===== config.mk =====
export PLATFORM = sky130hd
export DESIGN_NAME = copro_dispatch
export DESIGN_NICKNAME = d
export VERILOG_FILES = /design/src/rtl/copro_pkg.sv /design/src/rtl/copro_dispatch.sv
export SDC_FILE = /design/constraint.sdc
export NUM_CORES = 1
export LEC_CHECK = 0
export BUFFER_PORTS_ARGS = -buffer_cell sky130_fd_sc_hd__buf_2
export CELL_PAD_IN_SITES_DETAIL_PLACEMENT = 1
export CELL_PAD_IN_SITES_GLOBAL_PLACEMENT = 1
export CORE_ASPECT_RATIO = 0.5
export CORE_MARGIN = 5
export CORE_UTILIZATION = 42
export CTS_BUF_LIST = sky130_fd_sc_hd__clkbuf_4 sky130_fd_sc_hd__clkbuf_8
export DETAILED_ROUTE_END_ITERATION = 16
export GPL_ROUTABILITY_DRIVEN = 1
export PLACE_DENSITY_LB_ADDON = 0.1
export SYNTH_ARGS = -nofsm -noshare
export SYNTH_HDL_FRONTEND = slang
export SYNTH_SLANG_ARGS = --single-unit

===== constraint.sdc =====
create_clock -name clk -period 4.2 [get_ports clk]
set_clock_uncertainty 0.2 [all_clocks]
set_input_delay 0.63 -clock clk [delete_from_list [all_inputs] [get_ports clk]]
set_output_delay 0.63 -clock clk [all_outputs]
set_load 0.005 [all_outputs]

===== src/rtl/copro_pkg.sv =====
// Shared types for the coprocessor dispatcher and the coprocessor itself:
// op encoding, dispatcher FSM states and default datapath widths.
package copro_pkg;

   localparam int W_DEF    = 8;
   localparam int RD_W_DEF = 5;

   typedef enum logic {
      OP_GCD = 1'b0,
      OP_LCM = 1'b1
   } op_t;

   typedef enum logic [2:0] {
      IDLE  = 3'd0,
      ISSUE = 3'd1,
      WAIT  = 3'd2,
      WB    = 3'd3,
      DRAIN = 3'd4
   } state_t;

endpackage


===== src/rtl/copro_dispatch.sv =====
// Issues one GCD/LCM request to the coprocessor over a four-phase start/done
// handshake and returns the result as a writeback. Option: COPRO_TIMEOUT_EN.
module copro_dispatch
   import copro_pkg::*;
#(
   parameter int W    = W_DEF,
   parameter int RD_W = RD_W_DEF
`ifdef COPRO_TIMEOUT_EN
   ,
   parameter int TIMEOUT = 255
`endif
) (
   input  logic            clk,
   input  logic            reset,
   input  logic            req_valid,
   output logic            req_ready,
   input  logic [W-1:0]    req_a,
   input  logic [W-1:0]    req_b,
   input  logic            req_op,
   input  logic [RD_W-1:0] req_rd,
   output logic            stall,
   output logic            cp_start,
   output logic [W-1:0]    cp_x0,
   output logic [W-1:0]    cp_y0,
   output logic            cp_op,
   input  logic            cp_done,
   input  logic [W-1:0]    cp_result,
   output logic            wb_valid,
   output logic [RD_W-1:0] wb_rd,
   output logic [W-1:0]    wb_data,
   output logic            err,
   output state_t          state_dbg
);

   // Request handshake: a request transfers on a rising edge where
   // req_valid && req_ready; req_ready is high only in IDLE, so a request
   // presented in any other state is dropped, never queued.

   state_t          state, state_nxt;
   logic [RD_W-1:0] rd_q;
   logic            finish;

   assign req_ready = (state == IDLE);
   assign stall     = (state != IDLE) | req_valid;
   assign state_dbg = state;
   assign finish    = (state == WAIT) && (state_nxt == WB);

`ifdef COPRO_TIMEOUT_EN
   localparam int CW = $clog2(TIMEOUT + 1);
   localparam logic [CW-1:0] CNT_LAST = CW'(TIMEOUT - 1);

   logic [CW-1:0] cnt;
   logic          expired;

   assign expired = (cnt == CNT_LAST);

   always_ff @(posedge clk or negedge reset) begin
      if (!reset) begin
         cnt <= '0;
         err <= 1'b0;
      end else begin
         cnt <= (state == WAIT) ? cnt + 1'b1 : '0;
         // Sticky: only reset clears it.
         if (finish && !cp_done) err <= 1'b1;
      end
   end
`else
   assign err = 1'b0;
`endif

   always_comb begin
      state_nxt = state;
      case (state)
         IDLE:  if (req_valid) state_nxt = ISSUE;
         ISSUE: state_nxt = WAIT;
`ifdef COPRO_TIMEOUT_EN
         WAIT:  if (cp_done || expired) state_nxt = WB;
`else
         WAIT:  if (cp_done) state_nxt = WB;
`endif
         WB:    state_nxt = DRAIN;
         // Hold off the next start until the coprocessor has dropped done.
         DRAIN: if (!cp_done) state_nxt = IDLE;
         default: state_nxt = IDLE;
      endcase
   end

   always_ff @(posedge clk or negedge reset) begin
      if (!reset) begin
         state    <= IDLE;
         cp_start <= 1'b0;
         cp_x0    <= '0;
         cp_y0    <= '0;
         cp_op    <= 1'b0;
         rd_q     <= '0;
         wb_valid <= 1'b0;
         wb_rd    <= '0;
         wb_data  <= '0;
      end else begin
         state    <= state_nxt;
         cp_start <= (state_nxt == ISSUE) || (state_nxt == WAIT);
         wb_valid <= (state_nxt == WB);
         if (state == IDLE && req_valid) begin
            cp_x0 <= req_a;
            cp_y0 <= req_b;
            cp_op <= req_op;
            rd_q  <= req_rd;
         end
         // Leaving WAIT without done can only be a timeout: write back zero.
         if (finish) begin
            wb_rd   <= rd_q;
            wb_data <= cp_done ? cp_result : '0;
         end
      end
   end

endmodule


==> qor.yml, run 1 <==
status: "finished clean"
antenna_cells: 0
yosysSeqAreaShare_pct: 58.7
worstPathMaxFanout: 14
hold_ws_ns: 0.239
cts_root_buffer: "clkbuf_8"
die_area_mm2: 0.00551
nets: 202
setup_violations: 0
grt_max_degree: 41
synth_fa_ha_area_share_pct: 0
min_period_over_period_pct: 57.7
grt_pass1_vias: 1061
worst_slew_pin_slew_ns: 1.14
syn_to_final_growth_pct: 27.5
numClockSinks: 40
slew_headroom_pct: 24.0
synth.distinct_cells: 21
synth_mux_area_share_pct: 30.1
ys_ff_latch: 40
ff2ff_path_depth: 3
netlist_area_mm2: 0.00170
synth_top_family_by_area: "multiplexers"
ys_warn_count: 0
netlist_top_cells_area: "dfrtp_1, mux2_4, mux2_2"
start_util_pct: 43.7
chipHeight_um: 55.0
ff_latch_area_mm2: 0.00100
drtIter0Drc: 15
clock_path_buffers: 2
ioPinCount: 72
min_period_ns: 2.42
synth_nets: 131
hold_viol_final: 0
antenna_found_initial: 0
cellPowerDensity_mw_per_mm2: 792
port-buffer-count: 70
synth_top_area_share_pct: 58.7
worstHoldPathType: "in -> async"
critPathKind: "reg -> reg"
total_power_uw: 1720
cap_violations: 0
leakagePower_uw: 0.00110
grt_overflow: 0
drc: 0
final-max-slew-violation-count: 0
mostFrequentLayoutCell: "buf_2"
vias_per_cell: 4.65
synth_xor_area_share_pct: 0.514
routed-via-count: 1037
setup_tns_ns: 0
routedWlPerCell_um: 16.0
cts_made_buffers: 5
multiInputGateArea_um2: 634
synthCells: 97
tritoncts: "built"
postCtsSetupBuffers: 0
rsz0062_at_grt: "false"
finalNonFillerCells: 223
crit_path_end_kind: "flop"
rows: 16
synth_compound_area_share_pct: 1.17
startpoint_type: "flop"
wirelength_um: 3560
worstPathRequired_ns: 4.17
mostFrequentLayoutCells: "buf_2, dfrtp_1, mux2_4, mux2_2, clkbuf_8"
cp.arrival_ns: 2.40
drive_gt1_share_pct: 69.2
synth_simple_gate_area_share_pct: 4.33
postCtsHoldBufs: 0
grt_pass1_wl_um: 5460
die_w_um: 100
fmax_ghz: 0.412
syn-mean-instance-area_um2: 17.6
placed_cells: 215
clock_latency_ns: 0.29
drtPass1Iterations: 4
fin_util_pct: 55.6
antenna_left: 0
fp.coreArea_mm2: 0.00390
htree_levels: 2
gp_congestion: 0.673
dp_hpwl_um: 2580
path_clk_slew_ns: 0.08
cts.repair.resized: 0
synth_top_area_cell: "dfrtp_1"
vdd_drop_max_mv: 0.289
grt_use_total_pct: 13.7
fill_cells: 415
-- area by class of cell --
cell class,count,share of cell area (%)
tap,54,3.11
multi-input combinational,50,29.2
sequential,40,46.1
clock inverter,2,1.61
timing repair buffer,71,16.5
clock buffer,6,3.51
-- cell usage after synthesis --
| master | number |
|---|---|
| nand2_1 | 1 |
| o31ai_1 | 1 |
| or3b_2 | 1 |
| nor3_1 | 2 |
| a21oi_1 | 1 |
| o21bai_1 | 1 |
| nand2b_1 | 1 |
| xnor2_1 | 1 |
| buf_4 | 2 |
| mux2i_1 | 1 |
| conb_1 | 1 |
| mux2_2 | 6 |
| buf_12 | 1 |
| buf_8 | 1 |
| nand3b_1 | 1 |
| dfrtp_1 | 40 |
| nor2_1 | 1 |
| nor4bb_1 | 1 |
| mux2_4 | 29 |
| nor4b_4 | 1 |
| buf_6 | 3 |
-- metal layers --
layer	global-route usage [%]	up-vias	wire, um
met5	0	-	0
met4	4.70	0	0
met3	6.01	0	310
met2	20.8	40	1650
met1	17.6	518	1600
li1	-	479	-
-- stage by stage --
step / cell area, um2 / worst slack (ns)
floorplan: 1700 / 2.40
global placement: 2060 / 1.70
detailed placement: 2060 / 1.63
CTS: 2170 / 1.75
global route: 2170 / 1.64
finish: 2170 / 1.78
-- worst max-delay path, stage by stage, from the launching register on --
cell,delay [ns]
dfrtp_1,0.53
nor4b_4,0.81
buf_4,0.40
mux2_2,0.36
-- worst paths after layout --
path                              start         end  slack [ns]
min reg2reg                    cp_y0[0]    cp_y0[0]        0.30
max                        state_dbg[1]    cp_y0[0]        1.78
max reg2reg                state_dbg[1]    cp_y0[0]        1.78
max in group asynchronous         reset  wb_data[0]        3.00
min in group clk               cp_y0[0]    cp_y0[0]        0.30
min                               reset    cp_y0[2]        0.24
-- logic make-up (layout without fill, tap and decap cells) --
logic type / count (synthesis) / count (layout)
xor gates and xnor gates: 1 / 1
other: 1 / 1
buffers and inverters: 7 / 79
DFF: 40 / 40
and+or+nand+nor: 9 / 9
AOI/OAI and AO/OA: 3 / 3
muxes: 36 / 36
-- state kept, by name, summed over array words and instances (netlist names) --
signal,count
cp_op,1
cp_start,1
cp_x0,8
cp_y0,8
rd_q,5
state_dbg,3
wb_data,8
wb_rd,5
wb_valid,1
-- where the power goes --
part / switching, uW / internal, uW
Sequential: 139 / 581
Clock: 133 / 183
Combinational: 232 / 452
Power figures use the tool's default switching activity.
==> inputs of run 2 (changes only) <==
--- a/config.mk
+++ b/config.mk
@@ -10,7 +10,7 @@
 export CELL_PAD_IN_SITES_GLOBAL_PLACEMENT = 1
 export CORE_ASPECT_RATIO = 0.5
 export CORE_MARGIN = 5
-export CORE_UTILIZATION = 42
+export CORE_UTILIZATION = 35
 export CTS_BUF_LIST = sky130_fd_sc_hd__clkbuf_4 sky130_fd_sc_hd__clkbuf_8
 export DETAILED_ROUTE_END_ITERATION = 16
 export GPL_ROUTABILITY_DRIVEN = 1
==> constraint.sdc (replaced) <==
create_clock -name clk -period 1.95 [get_ports clk]
set_clock_uncertainty 0.2 [all_clocks]
set_input_delay 0.2925 -clock clk [delete_from_list [all_inputs] [get_ports clk]]
set_output_delay 0.2925 -clock clk [all_outputs]
set_load 0.005 [all_outputs]
==> run 2 against run 1 <==
Net effect: final cell count up 7.6%; design area up 3.3%; critical path depth up 1; largest cell class unchanged; largest power group is now combinational cells; highest routed layer unchanged.
==> qor.yml, run 2 (synthesized netlist as in run 1, its figures left out) <==
status: "finished clean"
drive_gt1_share_pct: 70.1
critPathMaxStageDelay_ns: 0.45
setup_violations: 0
r2r_start: "state_dbg[2]"
tritoncts: "built"
drtIter0Drc: 22
nets: 207
startpoint: "state_dbg[0]"
total_power_uw: 3710
grt_pass1_wl_um: 6110
cp_cell_sequence: "buf_4, nor3_2, nand2b_1, buf_2"
grt_overflow: 0
startpoint_type: "flop"
die_area_mm2: 0.00645
fin_util_pct: 49.3
worst_slew_pin_slew_ns: 0.509
worstHoldPathType: "in -> reg"
start_util_pct: 37.4
dp_hpwl_um: 2700
antenna_left: 0
fill_cells: 493
min_period_over_period_pct: 91.7
cellPowerDensity_mw_per_mm2: 1650
placed_cells: 231
cp.arrival_ns: 1.30
leakagePower_uw: 0.00111
dp_slack_ns: 0.214
drc: 0
grt_use_total_pct: 12.4
vias_per_cell: 4.43
crit_path_end_kind: "output port"
rows: 17
slowest_stage: "dfrtp_1"
routedWlPerCell_um: 15.6
grt_pass1_vias: 1145
postCtsSetupBuffers: 0
endpoint: "stall"
hold_viol_final: 0
reg_top3: "cp_x0: 8 flops, cp_y0: 8 flops, wb_data: 8 flops"
critPathKind: "reg -> out"
grt_max_degree: 41
path_clk_slew_ns: 0.08
rrSetupSlack_ns: 0.20
slew_headroom_pct: 66.1
die_w_um: 109
final-max-slew-violation-count: 0
setup_slack_ns: 0.162
vdd_drop_max_mv: 0.635
rsz0062_at_grt: "false"
fmax_ghz: 0.559
cap_violations: 0
clock_path_buffers: 2
finalNonFillerCells: 240
antenna_found_initial: 0
worstPathMaxFanout: 8
numClockSinks: 40
worstPathRequired_ns: 1.46
htree_levels: 2
mostFrequentLayoutCell: "buf_2"
syn_to_final_growth_pct: 31.6
mostFrequentLayoutCells: "buf_2, dfrtp_1, mux2_4, mux2_2, clkbuf_8"
setup_tns_ns: 0
wirelength_um: 3740
ff2ff_path_depth: 3
gp_congestion: 0.752
ioPinCount: 72
routed-via-count: 1064
r2r_end: "cp_y0[0]"
antenna_cells: 0
drtPass1Iterations: 3
chipHeight_um: 59.3
clock_latency_ns: 0.28
cts_root_buffer: "clkbuf_8"
port-buffer-count: 70
cts_made_buffers: 5
min_period_ns: 1.79
fp.coreArea_mm2: 0.00455
-- run 2: per-layer routing --
layer	GRT usage [%]	vias to the layer above	routed length, um
met5	0	-	0
met1	16.0	540	1670
met4	1.62	0	0
met2	20.6	37	1820
li1	-	487	-
met3	4.68	0	249
-- run 2: stage by stage --
step                      hold WS, ns  cell area (um2)
after detailed placement        0.189             2130
after global placement          0.181             2130
after floorplan                -0.203             1700
final                          0.0281             2240
after global routing           0.0116             2240
after CTS                      0.0164             2240
-- run 2: how the worst min path moves through the flow --
stage | end | from | slack (ns) | depth (start not counted)
floorplan | cp_op | reset | -0.20 | 0
global placement | cp_y0[4] | reset | 0.18 | 2
detailed placement | cp_y0[4] | reset | 0.19 | 2
CTS | cp_y0[3] | req_b[3] | 0.02 | 2
global route | cp_y0[3] | req_b[3] | 0.01 | 2
finish | cp_x0[0] | req_a[0] | 0.03 | 2
-- run 2: repair_timing --
item | CTS | global route
gates resized for setup | 0 | 1
hold buffers | 1 | 0
endpoints found under the setup margin | 0 | 1
endpoints found under the hold margin | 40 | 0
-- run 2: critical path: cells and delay by family, from the launching register on --
kind | cells | cell delay (ns)
flops | 1 | 0.45
buf+inv | 2 | 0.32
simple gates | 2 | 0.24
-- run 2: power by group --
group	internal, uW	total (uW)	switching (uW)
combinational	1040	1610	569
sequential	1250	1510	257
clock	287	587	300
total	2580	3710	1130
-- run 2: area by class of cell --
cell class / instances / area [um2] / area share (%)
clock buffer: 6 / 82.6 / 3.68
multi-input combinational: 50 / 639 / 28.5
timing repair buffer: 76 / 423 / 18.9
sequential: 40 / 1000 / 44.6
clock inverter: 2 / 15.0 / 0.669
tap: 66 / 82.6 / 3.68
==> inputs of run 3 (changes only) <==
==> constraint.sdc (replaced) <==
create_clock -name clk -period 1.95 [get_ports clk]
set_clock_uncertainty 0.2 [all_clocks]
set_input_delay 0.0975 -clock clk [delete_from_list [all_inputs] [get_ports clk]]
set_output_delay 0.0975 -clock clk [all_outputs]
set_load 0.005 [all_outputs]
==> run 3 against run 2 <==
Net effect: final cell count increased by 13%; fmax grew 2.9%; sequential power about the same; critical endpoint is now cp_y0[0]; total power is 0.99% higher; critical path type is now reg -> reg; highest routed layer is now met4; count of clock-buffer cells in the layout stayed put; largest cell class unchanged; setup slack better by 0.051 ns.
==> qor.yml, run 3 (synthesized netlist as in run 1, its figures left out) <==
rows: 17
setup_violations: 0
status: "finished clean"
routedWlPerCell_um: 15.0
antenna_cells: 0
ioPinCount: 72
mostFrequentLayoutCell: "buf_2"
wirelength_um: 4080
path_clk_slew_ns: 0.08
drc: 0
cts_root_buffer: "clkbuf_8"
grt_overflow: 0
worstPathRequired_ns: 1.94
numClockSinks: 40
die_w_um: 109
leakagePower_uw: 0.00125
port-buffer-count: 70
clock_latency_ns: 0.30
crit_path_end_kind: "flop"
drive_gt1_share_pct: 58.7
htree_levels: 2
syn_to_final_growth_pct: 49.9
start_util_pct: 37.4
gp_congestion: 0.737
grt_use_total_pct: 13.7
nets: 239
vias_per_cell: 4.34
grt_pass1_vias: 1326
rsz0062_at_grt: "false"
grt_pass1_wl_um: 6670
fmax_ghz: 0.576
routed-via-count: 1180
cellPowerDensity_mw_per_mm2: 1470
startpoint_type: "flop"
tritoncts: "built"
fp.coreArea_mm2: 0.00455
vdd_drop_max_mv: 0.589
total_power_uw: 3740
chipHeight_um: 59.3
min_period_ns: 1.74
drtIter0Drc: 21
min_period_over_period_pct: 89.1
cap_violations: 0
finish.instance_area_mm2: 0.00255
hold_viol_final: 0
cts_made_buffers: 5
setup_tns_ns: 0
dp_hpwl_um: 2630
worstPathMaxFanout: 22
hold_ws_ns: 0.192
fill_cells: 479
antenna_found_initial: 0
fin_util_pct: 56.1
cts.repair.resized: 0
dpl-instance-area_mm2: 0.00213
critPathKind: "reg -> reg"
final-max-slew-violation-count: 0
clock_path_buffers: 2
reg_top3: "cp_x0: 8 flops, cp_y0: 8 flops, wb_data: 8 flops"
drtPass1Iterations: 4
worstHoldPathType: "in -> async"
mostFrequentLayoutCells: "buf_2, dfrtp_1, dlygate4sd3_1, mux2_4"
antenna_left: 0
die_area_mm2: 0.00645
grt_max_degree: 41
cp.arrival_ns: 1.72
[run 3: cell count changes in the layout (fill, tap and decap cells not counted)]
cell           change
dlygate4sd3_1     +32
clkinv_2           +2
clkinvlp_4         -2
nor3_1             +1
nor3_2             -1
[run 3: power breakdown]
part	switching (uW)	internal (uW)	total [uW]
logic	567	1080	1650
registers	263	1250	1520
clock network	299	283	582
total	1130	2610	3740
[run 3: final cells by class]
class                      instances  area (um2)  share of cell area [%]
sequential                        40        1000                    39.2
tap                               66        82.6                    3.23
clock buffer                       6        82.6                    3.23
clock inverter                     2        10.0                   0.392
timing repair buffer             108         743                    29.1
multi-input combinational         50         634                    24.8
[run 3: what timing repair did]
action	CTS	global route
hold buffers	33	0
hold endpoints to repair	73	0
setup buffers	0	0
[run 3: layer usage]
metal | GRT usage [%] | routed length (um) | up-vias
li1 | - | - | 548
met1 | 15.8 | 1810 | 587
met2 | 23.8 | 1970 | 39
met3 | 4.57 | 244 | 6
met4 | 5.40 | 57 | 0
met5 | 0 | 0 | -
[run 3: critical path, stage by stage (launching register included)]
cell,delay [ns]
dfrtp_1,0.51
nor4b_4,0.31
buf_12,0.24
mux2_2,0.36
[run 3: final timing paths]
path	start	endpoint	slack (ns)	depth (start not counted)
worst max-delay path	state_dbg[2]	cp_y0[0]	0.21	3
worst min-delay path	reset	cp_y0[4]	0.19	3
worst max register to register	state_dbg[2]	cp_y0[0]	0.21	3
worst min register to register	wb_data[7]	wb_data[7]	0.31	1
max in group asynchronous	reset	wb_rd[1]	1.01	3
min in group clk	wb_data[7]	wb_data[7]	0.31	1
[run 3: through the flow]
stage,setup slack [ns],std cells
after floorplan,0.219,97
final,0.213,272
after detailed placement,0.212,231
after global routing,0.135,272
after global placement,0.242,231
after CTS,0.202,272
